===== src/rtl/modexp_sequencer.sv =====
// Left-to-right square-and-multiply sequencer for modular exponentiation.
// Drives one external modular multiplier through a load/ready handshake.
module modexp_sequencer #(
  parameter int unsigned WIDTH     = 128,
  parameter int unsigned EXP_WIDTH = 128
) (
  input  logic                 clk,
  input  logic                 reset,
  input  logic                 start,
  input  logic [WIDTH-1:0]     base,
  input  logic [EXP_WIDTH-1:0] exponent,
  input  logic [WIDTH-1:0]     modulus,
  output logic                 busy,
  output logic                 done,
  output logic                 err,
  output logic [WIDTH-1:0]     result,
  output logic [15:0]          mm_count,
  output logic                 mm_load,
  output logic [WIDTH-1:0]     mm_a,
  output logic [WIDTH-1:0]     mm_b,
  output logic [WIDTH-1:0]     mm_n,
  input  logic                 mm_ready,
  input  logic [WIDTH-1:0]     mm_result
);

  localparam int unsigned IW = $clog2(EXP_WIDTH) + 1;

  typedef enum logic [2:0] {
    IDLE, CHECK, SCAN, SQ_LOAD, SQ_WAIT, MUL_LOAD, MUL_WAIT, FINISH
  } state_t;

  state_t state, next_state;

  logic [WIDTH-1:0]     base_q, mod_q, r_q, result_q;
  logic [EXP_WIDTH-1:0] exp_q;
  logic [IW-1:0]        idx_q;
  logic                 err_q, first_wait_q;

  logic accept, idx_dec, r_from_base, r_from_mm, check_en, cnt_inc;
  logic exp_bit, idx_zero, captured, bad_args;

  assign exp_bit  = exp_q[idx_q];
  assign idx_zero = (idx_q == '0);
  assign bad_args = (mod_q == '0) || (base_q >= mod_q);
  // The first WAIT cycle may still see ready from the previous multiply.
  assign captured = mm_ready && !first_wait_q;

  always_ff @(posedge clk or posedge reset) begin
    if (reset) state <= IDLE;
    else       state <= next_state;
  end

  always_comb begin
    next_state  = state;
    accept      = 1'b0;
    idx_dec     = 1'b0;
    r_from_base = 1'b0;
    r_from_mm   = 1'b0;
    check_en    = 1'b0;
    cnt_inc     = 1'b0;
    case (state)
      IDLE: begin
        if (start) begin
          accept     = 1'b1;
          next_state = CHECK;
        end
      end
      CHECK: begin
        check_en   = 1'b1;
        next_state = (bad_args || exp_q == '0) ? FINISH : SCAN;
      end
      SCAN: begin
        if (exp_bit) begin
          r_from_base = 1'b1;
          if (idx_zero) next_state = FINISH;
          else begin
            idx_dec    = 1'b1;
            next_state = SQ_LOAD;
          end
        end else begin
          idx_dec = 1'b1;
        end
      end
      SQ_LOAD: begin
        cnt_inc    = 1'b1;
        next_state = SQ_WAIT;
      end
      SQ_WAIT: begin
        if (captured) begin
          r_from_mm = 1'b1;
          if (exp_bit)       next_state = MUL_LOAD;
          else if (idx_zero) next_state = FINISH;
          else begin
            idx_dec    = 1'b1;
            next_state = SQ_LOAD;
          end
        end
      end
      MUL_LOAD: begin
        cnt_inc    = 1'b1;
        next_state = MUL_WAIT;
      end
      MUL_WAIT: begin
        if (captured) begin
          r_from_mm = 1'b1;
          if (idx_zero) next_state = FINISH;
          else begin
            idx_dec    = 1'b1;
            next_state = SQ_LOAD;
          end
        end
      end
      FINISH:  next_state = IDLE;
      default: next_state = IDLE;
    endcase
  end

  always_ff @(posedge clk or posedge reset) begin
    if (reset) begin
      base_q       <= '0;
      mod_q        <= '0;
      exp_q        <= '0;
      r_q          <= '0;
      result_q     <= '0;
      idx_q        <= '0;
      err_q        <= 1'b0;
      first_wait_q <= 1'b0;
      mm_count     <= '0;
    end else begin
      first_wait_q <= cnt_inc;
      if (accept) begin
        base_q   <= base;
        exp_q    <= exponent;
        mod_q    <= modulus;
        mm_count <= '0;
        idx_q    <= IW'(EXP_WIDTH - 1);
        err_q    <= 1'b0;
      end
      if (check_en) begin
        if (bad_args) begin
          r_q   <= '0;
          err_q <= 1'b1;
        end else if (exp_q == '0) begin
          r_q <= WIDTH'(mod_q != WIDTH'(1));
        end
      end
      if (idx_dec)     idx_q <= idx_q - IW'(1);
      if (r_from_base) r_q   <= base_q;
      if (r_from_mm)   r_q   <= mm_result;
      if (cnt_inc && mm_count != '1) mm_count <= mm_count + 16'd1;
      if (state == FINISH) result_q <= r_q;
    end
  end

  assign busy    = (state != IDLE);
  assign done    = (state == FINISH);
  assign err     = err_q;
  // r_q is final during FINISH; result_q then holds it until the next job ends.
  assign result  = done ? r_q : result_q;
  assign mm_load = (state == SQ_LOAD) || (state == MUL_LOAD);
  assign mm_n    = mod_q;

  always_comb begin
    mm_a = '0;
    mm_b = '0;
    case (state)
      SQ_LOAD, SQ_WAIT: begin
        mm_a = r_q;
        mm_b = r_q;
      end
      MUL_LOAD, MUL_WAIT: begin
        mm_a = r_q;
        mm_b = base_q;
      end
      default: ;
    endcase
  end

endmodule


===== config.mk =====
export PLATFORM = sky130hd
export DESIGN_NAME = modexp_sequencer
export DESIGN_NICKNAME = d
export VERILOG_FILES = /design/src/rtl/modexp_sequencer.sv
export SDC_FILE = /design/constraint.sdc
export NUM_CORES = 2
export LEC_CHECK = 0
export CORE_AREA = 2 2 411 413
export CTS_CLUSTER_SIZE = 25
export DETAILED_ROUTE_END_ITERATION = 7
export DIE_AREA = 0 0 413 415
export SETUP_SLACK_MARGIN = 0.02
export SLEW_MARGIN = 25
export SYNTH_ARGS = -nofsm -noshare
export SYNTH_HDL_FRONTEND = slang
export SYNTH_SLANG_ARGS = --single-unit

===== constraint.sdc =====
create_clock -name clk -period 45 [get_ports clk]
set_input_delay 9 -clock clk [delete_from_list [all_inputs] [get_ports clk]]
set_output_delay 9 -clock clk [all_outputs]
set_load 0.01 [all_outputs]

# ---- After elaboration in Yosys (flattened, before gate mapping)
# Cells that the tools add are included.
dict set report op_classes {
  n_lt_le_gt_ge 2
  addsub 2
  eq_ne 13
  n_reduce_logical 22
  mux 39
}
# cell n
set ops {}
lappend ops {{$mux W128} 7}
lappend ops {{$logic_not A128 Y1} 2}
lappend ops {{$pmux W128 S2} 1}
lappend ops {{$ge A128 B128 Y1} 1}
lappend ops {{$ne A128 B1 Y1 const B} 1}
lappend ops {{$mux W16} 2}
lappend ops {{$pmux W3 S8} 1}
lappend ops {{$mux W3} 7}
lappend ops {{$mux W1} 17}
lappend ops {{$add A16 B1 Y16 const B} 1}
lappend ops {{$mux W8} 2}
lappend ops {{$ne A16 B16 Y1 const B} 1}
lappend ops {{$eq A3 B3 Y1 const B} 4}
lappend ops {{$logic_not A8 Y1} 1}
lappend ops {{$lt A8 B8 Y1 const B} 1}
lappend ops {{$ne A2 B2 Y1 const B} 4}
lappend ops {{$reduce_or A2 Y1} 4}
lappend ops {{$sub A8 B1 Y8 const B} 1}
lappend ops {{$bmux W1 S7} 1}
lappend ops {{$eq A3 B2 Y1 const B} 2}
lappend ops {{$reduce_bool A3 Y1} 2}
lappend ops {{$reduce_and A4 Y1} 1}
lappend ops {{$reduce_bool A2 Y1} 2}
lappend ops {{$reduce_bool A4 Y1} 1}
lappend ops {{other kinds (8)} 11}
dict set report word_totals {
  out_inout_bits 532
  regBits 669
  wordCells 88
}

# ---- Logic depth before layout (Yosys ltp)
dict set report depth {
  ltp_word 6
  depth_mapped 13
}

# ---- Least setup slack after synthesis
# Ideal clock, no wire load.
dict set report synth_path {
  path_kind {reg-to-output}
  start {register state[0]}
  end {output result[118]}
  t_required_ps 36000
  slack_ps 34054
  stages_incl_launch_ff 7
  arrival_time_ps 1946
  n_path_buf 4
  cell_sequence {dfrtp_1 > clkbuf_1 > clkbuf_1 > nand3_1 > clkbuf_1 > clkbuf_1 > mux2_2}
}
dict set report synth_via {
  elab_chain_len 2
}
# element line
set synth_rtl {}
lappend synth_rtl {{start, declared} 32} ;# state_t state, next_state;
lappend synth_rtl {{start signal, assigned} 50} ;# else state <= next_state;
lappend synth_rtl {{$eq A3 B3 Y1} 156} ;# assign done = (state == FINISH);
lappend synth_rtl {{$mux W128} --}
lappend synth_rtl {{end, declared} 16} ;# output logic [WIDTH-1:0] result,
# No other way between the ends.

# ---- Worst setup path after layout
dict set report layout_path {
  start {register state[2]}
  end {output result[107]}
}
# Same word-level chain as after synthesis.

==> flow_metrics.env <==
export IMPL_status="completed"
export IMPL_clkLatencyLatePin_ps=680
export IMPL_port_buffers=1047
export IMPL_ys_seq_area_share_pct=51.2
export IMPL_rsz0062_at_grt="no"
export IMPL_dpl_cell_area_um2=45600
export IMPL_ys_warn_count=0
export IMPL_num_fill_cells=17600
export IMPL_finalHoldViolCount=0
export IMPL_rrSetupSlack_ps=38400
export IMPL_holdPathEnd="err"
export IMPL_grt_max_degree=204
export IMPL_clkSinkCount=669
export IMPL_drt_total_wl_um=178000
export IMPL_rr_worst_depth=13
export IMPL_post_place_cells=6420
export IMPL_skew_ps=29.3
export IMPL_overflow=0
export IMPL_drive_above_1_share_pct=8.43
export IMPL_grt_pass1_wl_um=244000
export IMPL_nets=4946
export IMPL_dr_pass1_iters=5
export IMPL_chipHeight_um=415
export IMPL_netlist_area_um2=32700
export IMPL_drv_slew=0
export IMPL_whs_path_depth=2
export IMPL_crit_type="flop to primary output"
export IMPL_cts_hold_buffers=0
export IMPL_synthFlopType="dfrtp_1"
export IMPL_core_region_area_um2=167000
export IMPL_htree_levels=3
export IMPL_finalWeightedCongestion=0.935
export IMPL_tns_ps=0
export IMPL_design_area_um2=48600
export IMPL_area_growth_pct=48.5
export IMPL_start_util_pct=19.6
export IMPL_ios=1048
export IMPL_die_area_um2=171000
export IMPL_cp_start_kind="flop"
export IMPL_finalWorstPathRequiredPeriod_ps=13010
export IMPL_ant_nets=0
export IMPL_via_count=30400
export IMPL_cts_setup_buffers=0
export IMPL_drcViolationCount=0
export IMPL_std_cell_rows=150
export IMPL_synth_edff_count=0
export IMPL_hp_start="err"
export IMPL_synthCells=3327
export IMPL_reg2reg_to="r_q[0]"
export IMPL_place_ws_ps=32030
export IMPL_synth_net_count=3973
export IMPL_worstSetupStartpoint="state[2]"
export IMPL_cp_data_required_time_ps=36000
export IMPL_wl_per_cell_um=27.0
export IMPL_tightest_slew_ps=1170
export IMPL_rr_startpoint="mm_n[87]"
export IMPL_cts_buffers=82
export IMPL_ys_ff_latch=669
export IMPL_slew_headroom_pct=22.0
export IMPL_period_share_pct=28.9
export IMPL_worstPathMaxFanout=52
export IMPL_avgSynthCellArea_um2=9.83
export IMPL_cts_tree="built"
export IMPL_die_w_um=413
export IMPL_clk_pin_slew_ps=60
export IMPL_drt_iter0_drc=2640
export IMPL_async_reset_ff_share_pct=100
export IMPL_cts_root_buf="clkbuf_16"
export IMPL_powerDensity_nw_per_um2=76.7
export IMPL_grt_use_total_pct=20.1
export IMPL_setup_viol=0
export IMPL_leakage_nw=22.2
export IMPL_dp_final_hpwl_um=140000
export IMPL_vdd_drop_max_mv=0.0353
export IMPL_cts_resized=0
export IMPL_final_cells=6582
export IMPL_cp_arrival_ps=4010
export IMPL_fmax_mhz=76.9
export IMPL_grt_pass1_vias=30700
export IMPL_clockBufferDepth=3
export IMPL_worst_slack_ps=31990
export IMPL_min_path_type="flop to flop"
export IMPL_vias_per_cell=4.61
export IMPL_antenna_found_initial=49
export IMPL_ys_types=58
export IMPL_crit_path_end_kind="primary output"
export IMPL_cap_violations=0
cell type report:
class / instances / area, µm² / share of cell area, %
antenna: 14 / 35.0 / 0.0721
inverter: 141 / 537 / 1.11
sequential: 669 / 16700 / 34.5
timing repair buffer: 1096 / 10900 / 22.5
tap: 2204 / 2760 / 5.68
multi-input combinational: 2310 / 14700 / 30.3
clock inverter: 28 / 422 / 0.868
clock buffer: 120 / 2470 / 5.08
worst max-delay path: stages (launching register included):
cell and delay [ps]:
dfrtp_1 730, nand3_4 690, buf_4 590, mux2_2 400, clkdlybuf4s50_1 740
logic make-up (layout without fill, tap and decap cells):
| kind of cell | count (synthesis) | after routing | share of synthesized area [%] |
|---|---|---|---|
| adder cells (fa/ha/maj) | 130 | 130 | 4.97 |
| multiplexers | 181 | 181 | 7.18 |
| AO/OA/AOI/OAI | 671 | 671 | 14.7 |
| XOR/XNOR | 3 | 3 | 0.0803 |
| other | 0 | 14 | 0 |
| AND/OR/NAND/NOR | 1325 | 1325 | 17.6 |
| buffers and inverters | 348 | 1385 | 4.22 |
| flip-flops | 669 | 669 | 51.2 |
flip-flops by register name (all words and copies together), names as in the netlist, 3 cells and up:
register / cells
state: 3
exp_q: 128
result_q: 128
mm_count: 16
idx_q: 8
mm_n: 128
r_q: 128
base_q: 128
cells in the mapped netlist, types with 3 or more instances:
library cell | number | area [µm²]
dfrtp_1 | 669 | 16700
o311a_1 | 3 | 30.0
nor3b_1 | 3 | 22.5
inv_1 | 140 | 526
buf_2 | 30 | 150
o22ai_1 | 3 | 18.8
a221o_1 | 3 | 30.0
nand3_1 | 35 | 175
nor4_1 | 74 | 463
buf_1 | 7 | 26.3
o21a_1 | 5 | 37.5
nor2_1 | 36 | 135
o21ai_1 | 3 | 15.0
clkbuf_1 | 162 | 608
or4_1 | 4 | 30.0
a221oi_1 | 4 | 35.0
a21o_1 | 137 | 1030
a22o_1 | 256 | 2240
a21boi_0 | 3 | 22.5
o21ai_0 | 163 | 816
nor2b_1 | 133 | 832
and4_1 | 5 | 43.8
nor3_1 | 19 | 95.1
ha_1 | 130 | 1630
nand2_1 | 955 | 3580
a31oi_1 | 5 | 31.3
mux2i_1 | 12 | 120
buf_4 | 6 | 45.0
a21oi_1 | 63 | 315
nand4_1 | 46 | 288
and3_1 | 3 | 18.8
and2_1 | 5 | 31.3
a211oi_1 | 5 | 37.5
mux2_2 | 137 | 1540
mux2_1 | 3 | 33.8
o211ai_1 | 3 | 22.5
mux4_2 | 29 | 653
through the flow:
stage	hold slack [ps]	power (W)	utilization [%]
4_1_cts	477	0.00376	29.1
3_3_place_gp	461	0.00299	27.4
2_1_floorplan	462	0.00199	-
5_1_grt	505	0.00395	29.1
6_report	468	0.00373	29.1
3_5_place_dp	463	0.00303	27.4
layout by cell type (no fill, tap or decap), types with 4 or more instances in the layout:
master / netlist / routed
inv_1: 140 / 139
nor4_1: 74 / 69
diode_2: 0 / 14
a211oi_1: 5 / 5
nor3_1: 19 / 19
clkdlybuf4s50_1: 0 / 1047
nand2_1: 955 / 954
nand4_1: 46 / 46
dfrtp_1: 669 / 668
a21oi_1: 63 / 63
nor2_1: 36 / 34
mux4_2: 29 / 29
a22o_1: 256 / 256
ha_1: 130 / 130
a31oi_1: 5 / 5
nand3_1: 35 / 34
buf_12: 0 / 4
and4_1: 5 / 5
nor2b_1: 133 / 133
o21ai_0: 163 / 162
clkbuf_16: 0 / 85
buf_4: 6 / 43
mux2i_1: 12 / 12
mux2_2: 137 / 137
clkbuf_8: 0 / 21
or4_1: 4 / 4
clkinvlp_4: 0 / 5
clkinv_2: 0 / 8
o21a_1: 5 / 5
a221oi_1: 4 / 4
bufinv_16: 0 / 8
a21o_1: 137 / 137
clkbuf_1: 162 / 14
nor4_2: 0 / 4
how the worst max path moves through the flow:
stage / depth (start not counted) / slack (ps) / endpoint
after detailed placement: 5 / 32030 / base_q[100]
after CTS: 6 / 31840 / mm_b[96]
after global placement: 5 / 32020 / base_q[97]
final: 4 / 31990 / result[107]
after global routing: 6 / 31750 / mm_a[102]
after floorplan: 1 / 17250 / base_q[0]
power breakdown:
part | internal (W) | switching [W]
Combinational | 0.000804 | 0.000981
Clock | 0.000428 | 0.000291
Sequential | 0.000872 | 0.000351
routing by layer:
metal | GRT usage [%] | vias up | share of wire, %
met1 | 25.0 | 15200 | 41
met3 | 5.11 | 247 | 7.9
met2 | 33.9 | 1408 | 48
met4 | 6.00 | 18 | 3.0
met5 | 0 | - | 0.069
li1 | - | 13500 | -
(Power assumes the default switching activity.)
